## src/rtl/depth_test_unit.sv

```systemverilog
`default_nettype none
// ============================================================================
//  Module   : depth_test_unit
//  Purpose  : Per-fragment Z-buffer test. Accepts one fragment at a time from
//             the rasterizer and reads the stored depth. It compares the
//             fragment depth against the stored depth using the latched depth
//             function. On a pass it writes both the depth word and the
//             RGB565 color to the framebuffer ports.
//  Config   : CELERY_DEPTH_TEST_EN
//               defined   -> full read / compare / write flow.
//               undefined -> depth test removed. Every accepted fragment goes
//                            straight to a color write, the depth port stays
//                            idle, fail_cnt stays 0 and depth_func is ignored.
//  Ports    : clk, rst_n (asynchronous, active-low)
//             frag_valid/frag_ready, frag_x/y/z/color, depth_func : fragment in
//             z_req/z_we/z_addr/z_wdata/z_gnt/z_rvalid/z_rdata    : depth port
//             c_valid/c_addr/c_data/c_ready                       : color port
//             pass_cnt, fail_cnt, busy                            : status
//  Revision : 1.0  initial release
// ============================================================================
module depth_test_unit #(
    parameter int SCREEN_W = 640,
    parameter int ADDR_W   = 19
) (
    input  logic              clk,
    input  logic              rst_n,
    input  logic              frag_valid,
    output logic              frag_ready,
    input  logic [9:0]        frag_x,
    input  logic [9:0]        frag_y,
    input  logic [31:0]       frag_z,
    input  logic [15:0]       frag_color,
    input  logic [1:0]        depth_func,
    output logic              z_req,
    output logic              z_we,
    output logic [ADDR_W-1:0] z_addr,
    output logic [31:0]       z_wdata,
    input  logic              z_gnt,
    input  logic              z_rvalid,
    input  logic [31:0]       z_rdata,
    output logic              c_valid,
    output logic [ADDR_W-1:0] c_addr,
    output logic [15:0]       c_data,
    input  logic              c_ready,
    output logic [31:0]       pass_cnt,
    output logic [31:0]       fail_cnt,
    output logic              busy
);

    typedef enum logic [2:0] {
        IDLE    = 3'd0,
        RD_REQ  = 3'd1,
        RD_WAIT = 3'd2,
        COMPARE = 3'd3,
        WRITE   = 3'd4
    } state_t;

    state_t            r_state;
    state_t            w_state_nxt;

    logic [ADDR_W-1:0] r_addr;
    logic [31:0]       r_z;
    logic [15:0]       r_color;
    logic              r_cdone;
    logic [31:0]       r_pass_cnt;
    logic [31:0]       r_fail_cnt;

    logic              w_accept;
    logic [ADDR_W-1:0] w_addr;
    logic              w_c_hs;
    logic              w_z_side_done;
    logic              w_write_done;

    assign w_accept = frag_valid && (r_state == IDLE);

    // Row-major framebuffer address. All terms are sized to ADDR_W, so the
    // arithmetic wraps modulo 2^ADDR_W, which is the required truncation.
    assign w_addr = ADDR_W'(frag_y) * ADDR_W'(SCREEN_W) + ADDR_W'(frag_x);

    // Color side of the WRITE phase, common to both builds.
    assign c_valid      = (r_state == WRITE) && !r_cdone;
    assign w_c_hs       = c_valid && c_ready;
    assign w_write_done = (r_state == WRITE) && w_z_side_done && (r_cdone || w_c_hs);

`ifdef CELERY_DEPTH_TEST_EN
    logic [31:0] r_old;
    logic [1:0]  r_func;
    logic        r_zdone;
    logic        w_pass;
    logic        w_z_hs;

    // A single request line serves both phases: a read in RD_REQ and a
    // write in WRITE. The write half drops once its grant has been seen.
    assign z_req         = (r_state == RD_REQ) || ((r_state == WRITE) && !r_zdone);
    assign z_we          = (r_state == WRITE) && !r_zdone;
    assign w_z_hs        = z_req && z_gnt;
    assign w_z_side_done = r_zdone || w_z_hs;

    // Depth values are non-negative after the clamp, so an unsigned
    // integer compare orders them the same way as a float compare.
    always_comb begin
        w_pass = 1'b0;
        case (r_func)
            2'b00:   w_pass = (r_z <  r_old);
            2'b01:   w_pass = (r_z <= r_old);
            2'b10:   w_pass = 1'b1;
            default: w_pass = 1'b0;
        endcase
    end

    always_ff @(posedge clk or negedge rst_n) begin
        if (!rst_n) begin
            r_old   <= '0;
            r_func  <= '0;
            r_zdone <= 1'b0;
        end else begin
            if (w_accept) begin
                r_func <= depth_func;
            end
            // A z_rvalid that coincides with the read grant is still seen in
            // RD_REQ and is ignored; only RD_WAIT captures data.
            if ((r_state == RD_WAIT) && z_rvalid) begin
                r_old <= z_rdata;
            end
            if ((r_state == WRITE) && !w_write_done) begin
                if (w_z_hs) begin
                    r_zdone <= 1'b1;
                end
            end else begin
                r_zdone <= 1'b0;
            end
        end
    end

    always_ff @(posedge clk or negedge rst_n) begin
        if (!rst_n) begin
            r_fail_cnt <= '0;
        end else if ((r_state == COMPARE) && !w_pass) begin
            r_fail_cnt <= r_fail_cnt + 32'd1;
        end
    end
`else
    // The depth port is unused in this build.
    logic w_unused_depth_port;
    assign w_unused_depth_port = ^{z_gnt, z_rvalid, z_rdata, depth_func};

    assign z_req         = 1'b0;
    assign z_we          = 1'b0;
    assign w_z_side_done = 1'b1;

    always_ff @(posedge clk or negedge rst_n) begin
        if (!rst_n) begin
            r_fail_cnt <= '0;
        end else begin
            r_fail_cnt <= '0;
        end
    end
`endif

    // ------------------------------------------------------------------
    // State machine
    // ------------------------------------------------------------------
    always_ff @(posedge clk or negedge rst_n) begin
        if (!rst_n) begin
            r_state <= IDLE;
        end else begin
            r_state <= w_state_nxt;
        end
    end

    always_comb begin
        w_state_nxt = r_state;
        case (r_state)
            IDLE: begin
                if (w_accept) begin
`ifdef CELERY_DEPTH_TEST_EN
                    w_state_nxt = RD_REQ;
`else
                    w_state_nxt = WRITE;
`endif
                end
            end
`ifdef CELERY_DEPTH_TEST_EN
            RD_REQ: begin
                if (z_gnt) begin
                    w_state_nxt = RD_WAIT;
                end
            end
            RD_WAIT: begin
                if (z_rvalid) begin
                    w_state_nxt = COMPARE;
                end
            end
            COMPARE: begin
                w_state_nxt = w_pass ? WRITE : IDLE;
            end
`endif
            WRITE: begin
                if (w_write_done) begin
                    w_state_nxt = IDLE;
                end
            end
            default: w_state_nxt = IDLE;
        endcase
    end

    // ------------------------------------------------------------------
    // Fragment latch, color handshake tracking and pass counter
    // ------------------------------------------------------------------
    always_ff @(posedge clk or negedge rst_n) begin
        if (!rst_n) begin
            r_addr  <= '0;
            r_z     <= '0;
            r_color <= '0;
            r_cdone <= 1'b0;
        end else begin
            if (w_accept) begin
                r_addr  <= w_addr;
                // Negative depths are clamped to +0.0 at capture time.
                r_z     <= frag_z[31] ? 32'd0 : frag_z;
                r_color <= frag_color;
            end
            // The color done flag lets the two ports finish in any order.
            // It clears when WRITE completes or is not active.
            if ((r_state == WRITE) && !w_write_done) begin
                if (w_c_hs) begin
                    r_cdone <= 1'b1;
                end
            end else begin
                r_cdone <= 1'b0;
            end
        end
    end

    always_ff @(posedge clk or negedge rst_n) begin
        if (!rst_n) begin
            r_pass_cnt <= '0;
        end else if (w_write_done) begin
            r_pass_cnt <= r_pass_cnt + 32'd1;
        end
    end

    assign frag_ready = (r_state == IDLE);
    assign busy       = (r_state != IDLE);
    assign z_addr     = r_addr;
    assign c_addr     = r_addr;
    assign z_wdata    = r_z;
    assign c_data     = r_color;
    assign pass_cnt   = r_pass_cnt;
    assign fail_cnt   = r_fail_cnt;

endmodule
`default_nettype wire

```

## config.mk

```make
export PLATFORM = sky130hd
export DESIGN_NAME = depth_test_unit
export DESIGN_NICKNAME = d
export VERILOG_FILES = /design/src/rtl/depth_test_unit.sv
export SDC_FILE = /design/constraint.sdc
export NUM_CORES = 1
export LEC_CHECK = 0
export CAP_MARGIN = 40
export CORE_ASPECT_RATIO = 1.5
export CORE_UTILIZATION = 40
export CTS_CLUSTER_DIAMETER = 150
export DETAILED_ROUTE_END_ITERATION = 16
export PLACE_DENSITY = 0.81
export SYNTH_ARGS = -nofsm -noshare
export SYNTH_HDL_FRONTEND = slang
export SYNTH_SLANG_ARGS = --single-unit
export TNS_END_PERCENT = 1
```

## constraint.sdc

```tcl
create_clock -name clk -period 2.5 [get_ports clk]
set_input_delay 0.5 -clock clk [delete_from_list [all_inputs] [get_ports clk]]
set_output_delay 0.5 -clock clk [all_outputs]
set_load 0.05 [all_outputs]
```

==> results.rst, run 1 <==
.. list-table::
   :header-rows: 1

   * - Metric
     - Value
   * - Most common library cell in the layout ignoring fill and taps
     - sky130_fd_sc_hd__clkdlybuf4s50_1
   * - Final Max Slew Viols
     - 0
   * - Cell types occupying the most area after synthesis
     - sky130_fd_sc_hd__dfrtp_1 49%, sky130_fd_sc_hd__nand2_1 9.7%, sky130_fd_sc_hd__buf_4 7.9%
   * - PortBufs
     - 191
   * - Outcome
     - completed
   * - Net switching component of the power
     - 2.56 mW
   * - Number of nets in the finished design
     - 866
   * - Reg-to-reg setup timing slack
     - 0.63 ns
   * - Routed via count
     - 4249
   * - Critical path start-end classification
     - in2reg
   * - Unrepaired setup endpoints after global routing
     - false
   * - Startpoint type of the worst setup path
     - primary input
   * - Maximum number of pins on one net before global-route repair
     - 53
   * - Worst R2R End
     - pass_cnt[30]
   * - Average size of a mapped cell
     - 9.59 µm²
   * - Via density per instance
     - 4.74
   * - Post-Route Skew
     - 0.00832 ns
   * - Diodes inserted
     - 0
   * - Mapped Area
     - 5120 µm²
   * - Clock transition at the registers of the reported paths
     - 0.07 ns
   * - Total global routing overflow
     - 0
   * - Cts bufs inserted
     - 9
   * - Post-synthesis async set-or-reset flop share
     - 100%
   * - IR Drop Worst-Case VDD
     - 0.408 mV
   * - Post-route standard cell area excluding fillers
     - 7740 µm²
   * - Comb power frac
     - 43.6%
   * - Clock Path Buffers
     - 2
   * - Type of the tightest min-delay check
     - in2async
   * - Kind of end point of the critical path
     - flip-flop
   * - Portion of synthesized cell area occupied by the leading cell type
     - 48.9%
   * - Post-DR wirelength/cell
     - 14.4 µm
   * - Number of nets still failing antenna checks after routing
     - 0
   * - Int Pwr
     - 3.65 mW
   * - Cell count after synthesis
     - 534
   * - Number of enable-type register cells in the synthesized netlist
     - 0
   * - Layout cell share with drive strength beyond 1
     - 11.3%
   * - Clock power frac
     - 23.4%
   * - Post-synthesis to final-layout area growth
     - 51.2%
   * - Reported max-cap violation count
     - 0
   * - Final core area utilization
     - 62.2%
   * - Number of antenna violations at the first check in global routing
     - 0
   * - Place WS
     - -0.658 ns
   * - Buffers plus inverters on the worst setup path
     - 1
   * - Global-route total usage across every layer
     - 19.7%
   * - Data arrival time at the worst-slack endpoint
     - 2.73 ns
   * - Level count of the clock H-tree
     - 3
   * - Min cycle time layout
     - 2.45 ns
   * - Worst-path cell chain
     - dlygate4sd2_1, ha_4, ha_4, fa_2, a211oi_4, o21ba_2, nor2_1, and4_1, a211o_1, nand3_1
   * - Flop and latch count out of synthesis
     - 100
   * - # DRC
     - 0
   * - Core Footprint
     - 12400 µm²
   * - Top-level I/O count
     - 263
   * - Total setup violations reported at the end of the flow
     - 0
   * - Most frequent CP cell
     - sky130_fd_sc_hd__ha_4
   * - CP max stage delay
     - 0.44 ns
   * - Final period util
     - 98.2%
   * - Final HPWL from detailed placement
     - 9.78 mm
   * - Critical path endpoint
     - c_addr[18]
   * - Instance area after placement
     - 7210 µm²
   * - Yosys Warn Count
     - 0
   * - Vertical die dimension
     - 141 µm
   * - Biggest area consumer among synthesized cells
     - sky130_fd_sc_hd__dfrtp_1
   * - Portion of the post-synthesis area used by sequential elements
     - 48.9%
   * - Total detailed-routing wirelength
     - 13.0 mm
   * - Post-route setup slack
     - 0.0453 ns
   * - Die Area
     - 13300 µm²
   * - Number of cell rows
     - 50
   * - Total power divided by cell area
     - 803 nW/µm²
   * - Headroom to the max-slew limit
     - 61.8%
   * - Root buf cell
     - sky130_fd_sc_hd__clkbuf_16
   * - Leakage Power
     - 3.51 nW
   * - Beginning of the critical path
     - frag_y[1]
   * - Clock tree from TritonCTS
     - yes
   * - Starting Density
     - 41.1%
   * - Leading cell types in the layout, fill and taps excluded
     - 182 x sky130_fd_sc_hd__clkdlybuf4s50_1, 131 x sky130_fd_sc_hd__nand2_1, 100 x sky130_fd_sc_hd__dfrtp_1, 42 x sky130_fd_sc_hd__o21ai_0, 36 x sky130_fd_sc_hd__conb_1
   * - Worst reg2reg path depth
     - 6
   * - Placer Congestion
     - 0.817
   * - Sequential share of power
     - 33.0%
   * - Clk Latency, worst-skew pair
     - 0.33 ns
   * - Slowest cell on the critical path
     - sky130_fd_sc_hd__fa_2
   * - Final Hold Violating Endpoints
     - 0
   * - Transition at the pin with the smallest max-transition slack
     - 0.571 ns
   * - Die outline width
     - 94.4 µm
   * - Depth of the critical timing path with buffers and inverters included
     - 10
   * - Number of violations reported at the end of detailed-routing iteration 0
     - 102
   * - Net Sw Frac
     - 41.2%
   * - Wire length of the first global-routing pass
     - 20.5 mm
   * - Largest fanout on the critical path
     - 3
   * - Setup bufs post-CTS
     - 0
   * - Smallest hold slack
     - 0.115 ns
   * - Cell variety after synth
     - 39
   * - Most used DFF post-synth
     - sky130_fd_sc_hd__dfrtp_1
   * - Largest delay contributor family on the critical path
     - adder cells
   * - Required time reported for the critical path endpoint
     - 2.77 ns
   * - Detailed-router iteration count before antenna repair
     - 4
   * - Number of global-route vias before repair
     - 4241
   * - Overall power after layout
     - 6.21 mW
   * - Origin of the critical flop-to-flop path
     - r_state[2]
   * - Number of clock sinks
     - 100
   * - Maximum clock frequency
     - 407 MHz
-- synthesized netlist by cell type (2+ instances only) --
master and instances:
sky130_fd_sc_hd__a211oi_1 3, sky130_fd_sc_hd__a21o_1 3, sky130_fd_sc_hd__a21oi_1 3, sky130_fd_sc_hd__and2_1 2
sky130_fd_sc_hd__and3_1 4, sky130_fd_sc_hd__and4_1 3, sky130_fd_sc_hd__buf_4 54, sky130_fd_sc_hd__clkbuf_1 16
sky130_fd_sc_hd__dfrtp_1 100, sky130_fd_sc_hd__fa_1 2, sky130_fd_sc_hd__ha_1 20, sky130_fd_sc_hd__inv_1 6
sky130_fd_sc_hd__nand2_1 132, sky130_fd_sc_hd__nand2b_1 31, sky130_fd_sc_hd__nand3_1 13, sky130_fd_sc_hd__nand4_1 9
sky130_fd_sc_hd__nor2_1 16, sky130_fd_sc_hd__nor2b_1 4, sky130_fd_sc_hd__nor3_1 4, sky130_fd_sc_hd__nor3_2 2
sky130_fd_sc_hd__o2111ai_1 3, sky130_fd_sc_hd__o21ai_0 44, sky130_fd_sc_hd__xnor2_1 22, sky130_fd_sc_hd__xor2_1 23
-- registers in the layout, summed over array words and instances, names as in the netlist --
name	flops
r_cdone	1
c_data	16
pass_cnt	32
z_wdata	31
c_addr	19
r_state	1
-- layer usage --
layer,global-route usage [%],vias up,part of all wire [%]
met4,9.31,0,3.8
met5,0,-,0
li1,-,2062,-
met1,21.6,2031,37
met3,3.53,29,4.5
met2,35.9,127,54
-- per-stage QoR --
stage	instances	TNS, ns
4_1_cts	897	0
3_5_place_dp	881	-3.66
3_3_place_gp	881	-3.16
6_report	897	0
5_1_grt	897	0
2_1_floorplan	569	-0.0350
-- worst min path at each step --
stage / to / slack, ns
after CTS: z_wdata[24] / 0.12
after global routing: z_wdata[20] / 0.14
final: z_wdata[24] / 0.12
after global placement: pass_cnt[31] / 0.46
after floorplan: c_addr[0] / 0.20
after detailed placement: c_data[11] / 0.46
-- power groups by stage --
stage | Sequential, mW | Combinational (mW) | Clock [mW]
2_1_floorplan | 2.84 | 0.991 | 0
3_3_place_gp | 2.06 | 2.59 | 0
3_5_place_dp | 2.07 | 2.63 | 0
4_1_cts | 2.05 | 2.67 | 1.50
5_1_grt | 2.08 | 2.85 | 1.58
6_report | 2.05 | 2.71 | 1.46
-- logic make-up (layout without fill, tap and decap cells) --
group,count (synthesis),count (layout),share of synthesized area [%]
xor+xnor,45,45,7.70
other cells,1,36,0.0733
buf+inv,77,249,9.75
flops,100,100,48.9
fa+ha+maj,22,22,5.67
simple gates,224,224,20.2
compound gates,64,64,7.46
mux,1,1,0.220
-- repair_timing --
action                     CTS  global route
pin swaps                    7            12
hold buffers                 0             0
resized for setup           17            19
hold endpoints to repair     0             0
setup endpoints to repair    6             5
-- cell type report --
type / instances / area, µm²
clock buffer: 10 / 229
clock inverter: 6 / 87.6
fill: 1001 / 4710
inverter: 6 / 22.5
multi-input combinational: 392 / 2500
sequential: 100 / 2500
tap: 156 / 195
timing repair buffer: 227 / 2210
Note: power is estimated with default switching activity, not from simulation.
==> run 2: changes to the inputs <==
--- a/config.mk
+++ b/config.mk
@@ -5,11 +5,12 @@
 export SDC_FILE = /design/constraint.sdc
 export NUM_CORES = 1
 export LEC_CHECK = 0
-export CAP_MARGIN = 40
+export CAP_MARGIN = 10
 export CORE_ASPECT_RATIO = 1.5
 export CORE_UTILIZATION = 40
 export CTS_CLUSTER_DIAMETER = 150
 export DETAILED_ROUTE_END_ITERATION = 16
+export GPL_TIMING_DRIVEN = 0
 export PLACE_DENSITY = 0.81
 export SYNTH_ARGS = -nofsm -noshare
 export SYNTH_HDL_FRONTEND = slang
==> constraint.sdc (replaced) <==
create_clock -name clk -period 2.65 [get_ports clk]
set_input_delay 0.53 -clock clk [delete_from_list [all_inputs] [get_ports clk]]
set_output_delay 0.53 -clock clk [all_outputs]
set_load 0.05 [all_outputs]
==> run 2 against run 1 <==
Compared with the run above: clock-buffer cell count rose by 3; combinational power fell by 2%; worst setup slack got worse by 0.030 ns; first-iteration DRC count fell by 2.9%; via count rose by 4.7%; final area rose by 2.4%; critical path depth fell by 1; sequential share of layout area fell by 0.75 points; power fell by 5.1%; largest cell class unchanged; clock skew fell by 0.0021 ns; hold slack improved by 0.045 ns; sequential power fell by 6%.
==> results.rst, run 2 (synthesized netlist as in run 1, its figures left out) <==
.. list-table::
   :header-rows: 1

   * - Metric
     - Value
   * - Outcome
     - completed
   * - Number of nets still failing antenna checks after routing
     - 0
   * - Final period util
     - 99.4%
   * - IR Drop Worst-Case VDD
     - 0.409 mV
   * - Diodes inserted
     - 0
   * - Maximum clock frequency
     - 380 MHz
   * - Leakage Power
     - 3.63 nW
   * - Post-synthesis to final-layout area growth
     - 54.8%
   * - Data arrival time at the worst-slack endpoint
     - 2.90 ns
   * - Top-level I/O count
     - 263
   * - Kind of end point of the critical path
     - flip-flop
   * - Routed via count
     - 4448
   * - Clock Path Buffers
     - 2
   * - Post-DR wirelength/cell
     - 14.6 µm
   * - Die outline width
     - 94.4 µm
   * - Root buf cell
     - sky130_fd_sc_hd__clkbuf_16
   * - Cts bufs inserted
     - 9
   * - Quantity of hold-fixing buffers added after cts
     - 0
   * - Leading cell types in the layout, fill and taps excluded
     - 184 x sky130_fd_sc_hd__clkdlybuf4s50_1, 132 x sky130_fd_sc_hd__nand2_1, 100 x sky130_fd_sc_hd__dfrtp_1, 60 x sky130_fd_sc_hd__buf_4, 43 x sky130_fd_sc_hd__o21ai_0
   * - Startpoint type of the worst setup path
     - primary input
   * - Level count of the clock H-tree
     - 3
   * - Reported max-cap violation count
     - 0
   * - Maximum number of pins on one net before global-route repair
     - 66
   * - Count of filler cells inserted in the layout
     - 1027
   * - Number of cell rows
     - 50
   * - Via density per instance
     - 4.74
   * - Placer Congestion
     - 0.863
   * - Layout cell share with drive strength beyond 1
     - 13.7%
   * - Place WS
     - -0.793 ns
   * - Transition at the pin with the smallest max-transition slack
     - 0.555 ns
   * - Most common library cell in the layout ignoring fill and taps
     - sky130_fd_sc_hd__clkdlybuf4s50_1
   * - Starting Density
     - 41.1%
   * - Global-route total usage across every layer
     - 20.5%
   * - # DRC
     - 0
   * - Number of global-route vias before repair
     - 4378
   * - Clock tree from TritonCTS
     - yes
   * - Wire length of the first global-routing pass
     - 21.1 mm
   * - Min cycle time layout
     - 2.63 ns
   * - Vertical die dimension
     - 141 µm
   * - Non-filler instance count after layout
     - 938
   * - Critical path start-end classification
     - in2reg
   * - Number of clock sinks
     - 100
   * - Die Area
     - 13300 µm²
   * - Smallest hold slack
     - 0.161 ns
   * - Final HPWL from detailed placement
     - 10.5 mm
   * - Core Footprint
     - 12400 µm²
   * - Post-route setup slack
     - 0.0156 ns
   * - Required time reported for the critical path endpoint
     - 2.92 ns
   * - Total power divided by cell area
     - 744 nW/µm²
   * - Total global routing overflow
     - 0
   * - Instance count after placement with tap cells included
     - 917
   * - Largest register FFs
     - 32
   * - Type of the tightest min-delay check
     - in2async
   * - Clock transition at the registers of the reported paths
     - 0.07 ns
   * - Number of antenna violations at the first check in global routing
     - 0
   * - Total setup violations reported at the end of the flow
     - 0
   * - Headroom to the max-slew limit
     - 62.9%
   * - Number of violations reported at the end of detailed-routing iteration 0
     - 99
   * - Number of nets in the finished design
     - 907
   * - PortBufs
     - 191
   * - Detailed-router iteration count before antenna repair
     - 4
   * - Final Max Slew Viols
     - 0
   * - Final Hold Violating Endpoints
     - 0
   * - Post-Route Skew
     - 0.00622 ns
   * - Clk Latency, worst-skew pair
     - 0.33 ns
   * - Largest fanout on the critical path
     - 6
   * - Total detailed-routing wirelength
     - 13.7 mm
## run 2: changes by cell type in the layout (fill, tap and decap cells not counted), sizes merged
| cell | change |
|---|---|
| buf | +25 |
| clkbuf | +22 |
| dlygate4sd2 | -4 |
| clkinv | -3 |
| clkdlybuf4s50 | +2 |
| clkinvlp | +2 |
| dlymetal6s2s | -2 |
| bufinv | -1 |
| clkdlybuf4s15 | +1 |
| inv | -1 |
## run 2: cell type report
class / instances / area [µm²] / area share, %
plain buffers: 71 / 477 / 6.02
clock buffers: 13 / 260 / 3.28
clock inverters: 3 / 45.0 / 0.568
inverters: 6 / 22.5 / 0.284
multi-input cells: 392 / 2460 / 31.1
flip-flops and latches: 100 / 2500 / 31.6
well taps: 156 / 195 / 2.46
repair buffers: 197 / 1960 / 24.7
## run 2: layer usage
layer  track usage, %  wire length (µm)  vias to the layer above
met5                0                 0                        -
met4             9.72               520                        0
met3             3.58               744                       40
met2             38.0              7450                      161
met1             21.8              5010                     2099
li1                 -                 -                     2148
## run 2: where the power goes
part / switching [mW] / internal, mW
combinational: 1.70 / 0.946
clock: 0.545 / 0.785
sequential: 0.179 / 1.74
## run 2: through the flow
| step | total power, mW | TNS [ns] | util [%] | cell area [µm²] |
|---|---|---|---|---|
| finish | 5.90 | 0 | 63.7 | 7930 |
| global placement | 4.46 | -260.55 | 59.2 | 7380 |
| floorplan | 3.61 | 0 | - | 5270 |
| CTS | 5.87 | 0 | 62.4 | 7770 |
| global route | 6.14 | -0.0296 | 63.7 | 7930 |
| detailed placement | 4.51 | -3.96 | 59.4 | 7400 |
## run 2: timing repair
item / in CTS / in global routing
cloned: 0 / 0
setup buffers: 3 / 2
endpoints found under the setup margin: 6 / 4
pin swaps: 4 / 8
gates resized for setup: 13 / 26
## run 2: path summary, 6_finish.rpt
check | start | to | slack (ns) | cells past startpoint
max | frag_y[5] | c_addr[18] | 0.02 | 9
min | rst_n | z_wdata[19] | 0.16 | 1
max reg2reg | r_state[2] | pass_cnt[29] | 0.73 | 6
min reg2reg | pass_cnt[31] | pass_cnt[31] | 0.47 | 1
max in group asynchronous | rst_n | pass_cnt[2] | 1.79 | 2
min in group clk | pass_cnt[31] | pass_cnt[31] | 0.47 | 1
## run 2: worst max-delay path: stages
cell,delay (ns)
sky130_fd_sc_hd__clkdlybuf4s50_1,0.44
sky130_fd_sc_hd__ha_1,0.33
sky130_fd_sc_hd__ha_4,0.30
sky130_fd_sc_hd__a21oi_1,0.30
sky130_fd_sc_hd__o2111ai_2,0.18
sky130_fd_sc_hd__xor2_1,0.21
sky130_fd_sc_hd__and4_1,0.25
sky130_fd_sc_hd__a211o_1,0.31
sky130_fd_sc_hd__nand3_2,0.07
==> run 3: changes to the inputs <==
--- a/config.mk
+++ b/config.mk
@@ -12,6 +12,7 @@
 export DETAILED_ROUTE_END_ITERATION = 16
 export GPL_TIMING_DRIVEN = 0
 export PLACE_DENSITY = 0.81
+export REMOVE_ABC_BUFFERS = 1
 export SYNTH_ARGS = -nofsm -noshare
 export SYNTH_HDL_FRONTEND = slang
 export SYNTH_SLANG_ARGS = --single-unit
==> run 3 against run 2 <==
Compared with the run above: sequential share of layout area grew 2.0 points; sequential power about the same; worst setup slack improved by 0.052 ns; cell count fell by 7.5%.
==> results.rst, run 3 (synthesized netlist as in run 1, its figures left out) <==
.. list-table::
   :header-rows: 1

   * - Metric
     - Value
   * - Number of clock sinks
     - 100
   * - Data arrival time at the worst-slack endpoint
     - 2.81 ns
   * - Most common library cell in the layout ignoring fill and taps
     - sky130_fd_sc_hd__clkdlybuf4s50_1
   * - Final core area utilization
     - 59.9%
   * - Root buf cell
     - sky130_fd_sc_hd__clkbuf_16
   * - Startpoint type of the worst setup path
     - primary input
   * - Level count of the clock H-tree
     - 3
   * - # DRC
     - 0
   * - Global-route total usage across every layer
     - 20.0%
   * - CP max stage delay
     - 0.54 ns
   * - Kind of end point of the critical path
     - flip-flop
   * - Final Max Slew Viols
     - 0
   * - Slowest cell on the critical path
     - sky130_fd_sc_hd__fa_2
   * - Routed via count
     - 4222
   * - Post-synthesis to final-layout area growth
     - 45.6%
   * - Via density per instance
     - 4.86
   * - Place WS
     - -0.944 ns
   * - Die Area
     - 13300 µm²
   * - Number of global-route vias before repair
     - 4400
   * - Total setup violations reported at the end of the flow
     - 0
   * - Vertical die dimension
     - 141 µm
   * - Required time reported for the critical path endpoint
     - 2.87 ns
   * - Unrepaired setup endpoints after global routing
     - true
   * - Post-DR wirelength/cell
     - 14.8 µm
   * - Quantity of hold-fixing buffers added after cts
     - 0
   * - Leading cell types in the layout, fill and taps excluded
     - 185 x sky130_fd_sc_hd__clkdlybuf4s50_1, 131 x sky130_fd_sc_hd__nand2_1, 100 x sky130_fd_sc_hd__dfrtp_1, 41 x sky130_fd_sc_hd__o21ai_0, 36 x sky130_fd_sc_hd__conb_1
   * - Count of filler cells inserted in the layout
     - 1037
   * - Clk Latency, worst-skew pair
     - 0.34 ns
   * - Total power divided by cell area
     - 784 nW/µm²
   * - IR Drop Worst-Case VDD
     - 0.400 mV
   * - Clock tree from TritonCTS
     - yes
   * - Detailed-router iteration count before antenna repair
     - 4
   * - Type of the tightest min-delay check
     - in2async
   * - Transition at the pin with the smallest max-transition slack
     - 0.832 ns
   * - Number of nets in the finished design
     - 837
   * - Worst-path cell chain
     - dlygate4sd2_1, ha_2, ha_4, fa_2, o211a_1, o21ai_2, nor4b_2, buf_4, and4_4, a211o_1, nand3_1
   * - Number of antenna violations at the first check in global routing
     - 1
   * - Wire length of the first global-routing pass
     - 20.8 mm
   * - Final HPWL from detailed placement
     - 9.75 mm
   * - Clock transition at the registers of the reported paths
     - 0.07 ns
   * - Maximum clock frequency
     - 387 MHz
   * - PortBufs
     - 191
   * - Total global routing overflow
     - 0
   * - Outcome
     - completed
   * - Post-Route Skew
     - 0.00810 ns
   * - Largest delay contributor family on the critical path
     - adder cells
   * - Headroom to the max-slew limit
     - 44.4%
   * - Maximum number of pins on one net before global-route repair
     - 101
   * - Buffers plus inverters on the worst setup path
     - 2
   * - Critical path start-end classification
     - in2reg
   * - Placer Congestion
     - 0.927
   * - Core Footprint
     - 12400 µm²
   * - Clock Path Buffers
     - 2
   * - Diodes inserted
     - 0
   * - Reported max-cap violation count
     - 0
   * - Overall power after layout
     - 5.84 mW
   * - Final period util
     - 97.4%
   * - Die outline width
     - 94.4 µm
   * - Largest fanout on the critical path
     - 3
   * - Number of violations reported at the end of detailed-routing iteration 0
     - 121
   * - Final Hold Violating Endpoints
     - 0
   * - Smallest hold slack
     - 0.188 ns
   * - Number of cell rows
     - 50
   * - Min cycle time layout
     - 2.58 ns
   * - Top-level I/O count
     - 263
   * - Largest register FFs
     - 32
   * - Starting Density
     - 41.1%
   * - Layout cell share with drive strength beyond 1
     - 7.44%
   * - Number of nets still failing antenna checks after routing
     - 0
   * - Post-route setup slack
     - 0.0681 ns
   * - Total detailed-routing wirelength
     - 12.9 mm
   * - Cts bufs inserted
     - 9
   * - Leakage Power
     - 3.34 nW
-- run 3: metal layers --
| layer | part of all wire (%) | vias to the layer above | GRT usage, % |
|---|---|---|---|
| met4 | 3.2 | 2 | 9.31 |
| met2 | 56 | 157 | 37.9 |
| met3 | 5.1 | 31 | 3.69 |
| met1 | 36 | 2019 | 20.6 |
| li1 | - | 2013 | - |
| met5 | 0.10 | - | 0 |
-- run 3: what timing repair did --
| item | in CTS | in global routing |
|---|---|---|
| hold endpoints to repair | 0 | 0 |
| pin swaps | 7 | 7 |
| setup endpoints to repair | 6 | 5 |
| resized for setup | 18 | 16 |
| setup buffers | 4 | 0 |
-- run 3: path summary, 6_finish.rpt --
check	startpoint	end	slack, ns	depth (start not counted)
max	frag_y[2]	c_addr[18]	0.07	11
min	rst_n	z_wdata[21]	0.19	1
max reg2reg	r_state[2]	pass_cnt[29]	0.67	6
min reg2reg	z_wdata[17]	z_wdata[17]	0.48	2
max in group asynchronous	rst_n	c_addr[14]	1.77	2
min in group clk	z_wdata[17]	z_wdata[17]	0.48	2
-- run 3: cell type report --
type / count / area, µm² / share of cell area (%)
clock buffers: 10 / 239 / 3.21
clock inverters: 6 / 92.6 / 1.24
repair buffers: 198 / 2010 / 26.9
flip-flops and latches: 100 / 2500 / 33.6
inverters: 6 / 22.5 / 0.302
multi-input cells: 392 / 2390 / 32.1
well taps: 156 / 195 / 2.62
-- run 3: power breakdown --
group,switching [mW],total (mW),internal [mW],leakage [nW]
Combinational,1.66,2.48,0.816,1.89
Sequential,0.172,1.91,1.74,1.30
Clock,0.590,1.45,0.861,0.156
-- run 3: per-stage QoR --
step	cells	cell area [µm²]	TNS, ns
3_3_place_gp	845	6880	-332.35
5_1_grt	868	7450	-0.00622
3_5_place_dp	848	6970	-4.79
2_1_floorplan	498	4770	-27.37
6_report	868	7450	0
4_1_cts	868	7390	0
